--- src/rtl/sseg_pkg.sv ---
// Shared constants, load-FSM encoding and blanking helper for the seven-segment scan path.
package sseg_pkg;

   localparam int         NUM_DIGITS = 8;
   localparam logic [7:0] ANODE_OFF  = 8'hFF;

   typedef enum logic {
      IDLE    = 1'b0,
      PENDING = 1'b1
   } load_state_t;

   // A digit above 0 is a leading zero when every nibble from it upward is zero.
   function automatic logic lz_blank(input logic [31:0] value, input logic [2:0] digit);
      return (digit != 3'd0) && ((value >> {digit, 2'b00}) == 32'd0);
   endfunction

endpackage

--- src/rtl/scan_tick_gen.sv ---
// Refresh timebase: free-running divider that flags the last cycle of each digit slot.
module scan_tick_gen #(
   parameter int REFRESH_DIV = 100000
) (
   input  logic clk,
   input  logic reset,
   output logic tick
);

   localparam int CW = $clog2(REFRESH_DIV);

   logic [CW-1:0] div_cnt;

   assign tick = (div_cnt == CW'(REFRESH_DIV - 1));

   always_ff @(posedge clk) begin
      if (reset)
         div_cnt <= '0;
      else if (tick)
         div_cnt <= '0;
      else
         div_cnt <= div_cnt + CW'(1);
   end

endmodule

--- src/rtl/sseg_scan_ctrl.sv ---
// Eight-digit display scanner with dead time, leading-zero blanking and a
// double-buffered value load that only commits on the 7->0 digit wrap.
//
//   state   | meaning
//   --------+-----------------------------------------------------------
//   IDLE    | no value waiting; shown is current
//   PENDING | value captured in pending, committed at next frame boundary
module sseg_scan_ctrl
   import sseg_pkg::*;
#(
   parameter int REFRESH_DIV = 100000,
   parameter int DEAD_CYC    = 64
) (
   input  logic        clk,
   input  logic        reset,
   input  logic [31:0] value_in,
   input  logic        load,
   input  logic        lz_en,
   output logic        busy,
   output logic        frame_start,
   output logic [2:0]  digit_sel,
   output logic [3:0]  hex_out,
   output logic [7:0]  anode
);

   localparam int CW = $clog2(REFRESH_DIV);
   localparam logic [2:0] LAST_DIGIT = 3'(NUM_DIGITS - 1);

   load_state_t   state;
   logic          tick;
   logic [2:0]    digit;
   logic [2:0]    digit_nxt;
   logic [CW-1:0] dead_cnt;
   logic [CW-1:0] dead_nxt;
   logic [31:0]   shown;
   logic [31:0]   shown_nxt;
   logic [31:0]   pending;
   logic          commit;

   scan_tick_gen #(.REFRESH_DIV(REFRESH_DIV)) u_tick (
      .clk   (clk),
      .reset (reset),
      .tick  (tick)
   );

   always_comb begin
      digit_nxt = tick ? digit + 3'd1 : digit;
      if (tick)
         dead_nxt = CW'(DEAD_CYC);
      else if (dead_cnt != '0)
         dead_nxt = dead_cnt - CW'(1);
      else
         dead_nxt = dead_cnt;
      commit    = (state == PENDING) && tick && (digit == LAST_DIGIT);
      shown_nxt = commit ? pending : shown;
   end

   assign digit_sel = digit;

   // Outputs are built from next-state values so they line up with digit/dead_cnt.
   always_ff @(posedge clk) begin
      if (reset) begin
         state       <= IDLE;
         digit       <= 3'd0;
         dead_cnt    <= CW'(DEAD_CYC);
         shown       <= 32'd0;
         pending     <= 32'd0;
         busy        <= 1'b0;
         frame_start <= 1'b0;
         hex_out     <= 4'd0;
         anode       <= ANODE_OFF;
      end else begin
         digit    <= digit_nxt;
         dead_cnt <= dead_nxt;
         shown    <= shown_nxt;
         case (state)
            IDLE: begin
               if (load) begin
                  pending <= value_in;
                  busy    <= 1'b1;
                  state   <= PENDING;
               end
            end
            PENDING: begin
               if (load)
                  pending <= value_in;
               if (commit && !load) begin
                  busy  <= 1'b0;
                  state <= IDLE;
               end
            end
            default: state <= IDLE;
         endcase
         frame_start <= tick && (digit == LAST_DIGIT);
         hex_out     <= shown_nxt[{digit_nxt, 2'b00} +: 4];
         if ((dead_nxt != '0) || (lz_en && lz_blank(shown_nxt, digit_nxt)))
            anode <= ANODE_OFF;
         else
            anode <= ~(8'b1 << digit_nxt);
      end
   end

endmodule
--- config.mk ---
export PLATFORM = sky130hd
export DESIGN_NAME = sseg_scan_ctrl
export DESIGN_NICKNAME = d
export VERILOG_FILES = /design/src/rtl/sseg_pkg.sv /design/src/rtl/scan_tick_gen.sv /design/src/rtl/sseg_scan_ctrl.sv
export SDC_FILE = /design/constraint.sdc
export NUM_CORES = 1
export LEC_CHECK = 0
export BUFFER_PORTS_ARGS = -buffer_cell sky130_fd_sc_hd__buf_2
export CORE_MARGIN = 5
export CORE_UTILIZATION = 40
export CTS_CLUSTER_DIAMETER = 80
export DETAILED_ROUTE_END_ITERATION = 7
export SYNTH_ARGS = -nofsm -noshare
export SYNTH_HDL_FRONTEND = slang
export SYNTH_SLANG_ARGS = --single-unit
--- constraint.sdc ---
create_clock -name clk -period 3.1 [get_ports clk]
set_clock_uncertainty 0.1 [all_clocks]
set_input_delay 0.31 -clock clk [delete_from_list [all_inputs] [get_ports clk]]
set_output_delay 0.31 -clock clk [all_outputs]
set_load 0.1 [all_outputs]
==> impl_results.md <==
* Root Driver: clkbuf_16
* RSZ-0062 raised after global routing: true
* I/O pin total at 53
* Die Y at 135 um
* Sw Pwr at 1.11 mW
* Slew Viols, Final at 0
* Drt initial violations at 524
* Layout cell share with drive strength beyond 1 at 0.301
* Vias in the first global route at 5,809
* Filler cells at 1,451
* Ant. Diodes at 0
* Status: complete, no violations
* GRT overflow at 0
* Syn Nets at 804
* Residual DRC count at 0
* Worst Path Max Fanout at 5
* Mapped cell area at 6280 um^2
* PwrDens at 508 nW/um^2
* H-tree Lvls at 4
* Dpl hpwl at 14.8 mm
* Number of CTS-inserted buffers at 17
* Setup TNS at 0 ns
* Actual slew at the worst max-slew pin at 1.02 ns
* Post-placement cell count at 1,067
* Max VDD drop at 0.354 mV
* Synth area leaders: dfxtp_1, mux2i_1, nor2_1, nand2_1, a21oi_1
* EDFF count, synth at 0
* CTS Sinks at 116
* Max-Cap Viols at 0
* Drt via density at 5.56
* Clk buf depth at 2
* Post-synth top flop: dfxtp_1
* Slew headroom at 0.317
* Die width at 135 um
* Worst-Skew Late Latency at 0.42 ns
* Final core utilization at 0.544
* Synth Instances at 764
* Die area at 18,300 um^2
* Endpoint type of the worst setup path: flip-flop
* CP Class: flip-flop to flip-flop
* Initial Util at 0.410
* Largest net degree at the start of global routing at 79
* WP data arrival at 3.27 ns
* Routed via count at 6,182
* Hold Crit Class: primary input to flip-flop
* Rows at 45
* Most numerous cell in the Yosys netlist: nor2_1
* Global-route wire length before repair at 31.7 mm
* Commonest cells post-synth: nor2_1, dfxtp_1, nand2_1
* Area of the multi-input gates at 4090 um^2
* Sw Ratio at 0.263
* Yosys top cell area share at 0.370
* Final Hold Viols at 0
* Area grow syn2layout at 32.6%
* CTS clock-pin slew for the worst setup and hold paths at 0.05 ns
* Non-filler instance count after layout at 1,112
* LEAKAGE at 3.37 nW
* I/O Buffers at 52
* Initial antenna violation count at 0
* Drt total wl at 20.4 mm
* Synth Register Bits at 116
* Internal at 3.12 mW
* Syn avg cell area at 8.23 um^2
* R2r setup slk at 0.03 ns
* Critical Path Start Type: flip-flop
* Power share of the clock group at 0.466
* # nets final at 928
* Register area at 2330 um^2
* Unique masters post-synth at 75
* Sequential area share after synthesis at 0.370
* Sequential share of power at 0.398
* Total GRT Usage at 0.221
* Crit path time final at 3.07 ns
* Post-synth ARST share at 0
* Worst hold margin at 0.0237 ns
* DRT antenna net count at 0
* Gpl congestion at 0.933
* Warnings from Yosys at 0
* Period utilization at 0.991
* Required time of the worst setup path at 3.30 ns
* Comb power frac at 0.136
* CTS tree: done
* Fmax at 326 MHz
* DR pass1 iterations at 5
* Post-DR wirelength/cell at 18.4 um
* Biggest area consumer among synthesized cells: dfxtp_1
* Setup violations, final at 0
* Core area at 15,300 um^2
* Total power at 4.23 mW
[metal layers]
metal  vias up  wire [um]  GRT usage
li1       3003          -          -
met1      2958       9840      0.312
met2       175       8960      0.327
met3        46       1120     0.0568
met4         0        494     0.0745
met5         -          0          0
[kinds of logic after synthesis]
group | synth area share
muxes | 0.141
AOI/OAI and AO/OA | 0.144
xor gates and xnor gates | 0.0334
buffers and inverters | 0.0340
adders and majority gates | 0.00796
DFF | 0.370
and+or+nand+nor | 0.270
[stage by stage]
stage	cell area [um^2]	worst slack (ns)
after floorplan	6290	0.00700
after global placement	7290	-0.159
after detailed placement	7290	-0.191
after CTS	8000	-0.00465
after global routing	8330	-0.150
final	8330	0.0291
[what timing repair did]
item,CTS,global route
pin swaps,7,12
setup buffers,2,10
hold buffers,0,0
resized for setup,23,47
cloned,0,1
setup endpoints to repair,7,8
[critical path, stage by stage, from the launching register on]
cell and delay (ns):
dfxtp_1 0.31, or4b_4 0.58, buf_6 0.16, nor3_4 0.15
buf_4 0.17, nand2_2 0.15, buf_4 0.20, mux2i_1 0.14
o221a_2 0.32, o32ai_2 0.15, o21ba_2 0.22, a21oi_2 0.20
nand3_1 0.09
[power by group through the flow]
stage               combinational [mW]  sequential (mW)  clock (mW)
floorplan                        0.398             1.68           0
global placement                 0.531             1.70           0
detailed placement               0.549             1.70           0
CTS                              0.555             1.68        2.01
global route                     0.643             1.69        2.09
finish                           0.576             1.68        1.97
[final cells by class]
cell class | instances | area share
inverters | 8 | 0.00360
flip-flops and latches | 116 | 0.280
repair buffers | 148 | 0.123
well taps | 211 | 0.0317
multi-input cells | 597 | 0.490
clock buffers | 21 | 0.0553
clock inverters | 11 | 0.0159
[layout by cell type, fill, tap and decap left out, types with 3 or more instances in the layout]
| master | instances |
|---|---|
| mux2_2 | 9 |
| nand2b_1 | 5 |
| clkbuf_16 | 17 |
| dfxtp_1 | 111 |
| nor3_2 | 4 |
| xnor2_1 | 9 |
| nand2_2 | 3 |
| a31oi_1 | 10 |
| a21oi_2 | 3 |
| buf_4 | 89 |
| nor2_1 | 112 |
| bufinv_16 | 3 |
| or4_1 | 4 |
| o221a_2 | 3 |
| and2_1 | 4 |
| nand4_1 | 5 |
| a211oi_1 | 7 |
| nand2_1 | 99 |
| nor2_2 | 4 |
| buf_6 | 5 |
| o21ai_0 | 12 |
| buf_2 | 52 |
| nand3_1 | 22 |
| or3_1 | 10 |
| nor4_4 | 4 |
| mux4_2 | 5 |
| nor3_1 | 34 |
| inv_1 | 7 |
| or2_2 | 4 |
| a21oi_1 | 49 |
| xor2_1 | 14 |
| dfxtp_2 | 3 |
| clkinv_2 | 7 |
| nor4_1 | 6 |
| a211oi_2 | 4 |
| and3_1 | 7 |
| mux2i_1 | 63 |
[worst paths after layout]
path              cells after the start              start      endpoint
hold reg to reg                       2       dead_cnt[16]  dead_cnt[16]
setup / recovery                     12  u_tick.div_cnt[8]      anode[7]
setup reg to reg                     12  u_tick.div_cnt[8]      anode[7]
hold / removal                        3        value_in[1]    pending[1]
[state kept, by name (all words and copies together), names as in the netlist, 3 cells and up]
name / count
u_tick.div_cnt: 17
pending: 32
dead_cnt: 17
digit_sel: 3
shown: 32
hex_out: 4
anode: 8
Power figures use the tool's default switching activity.
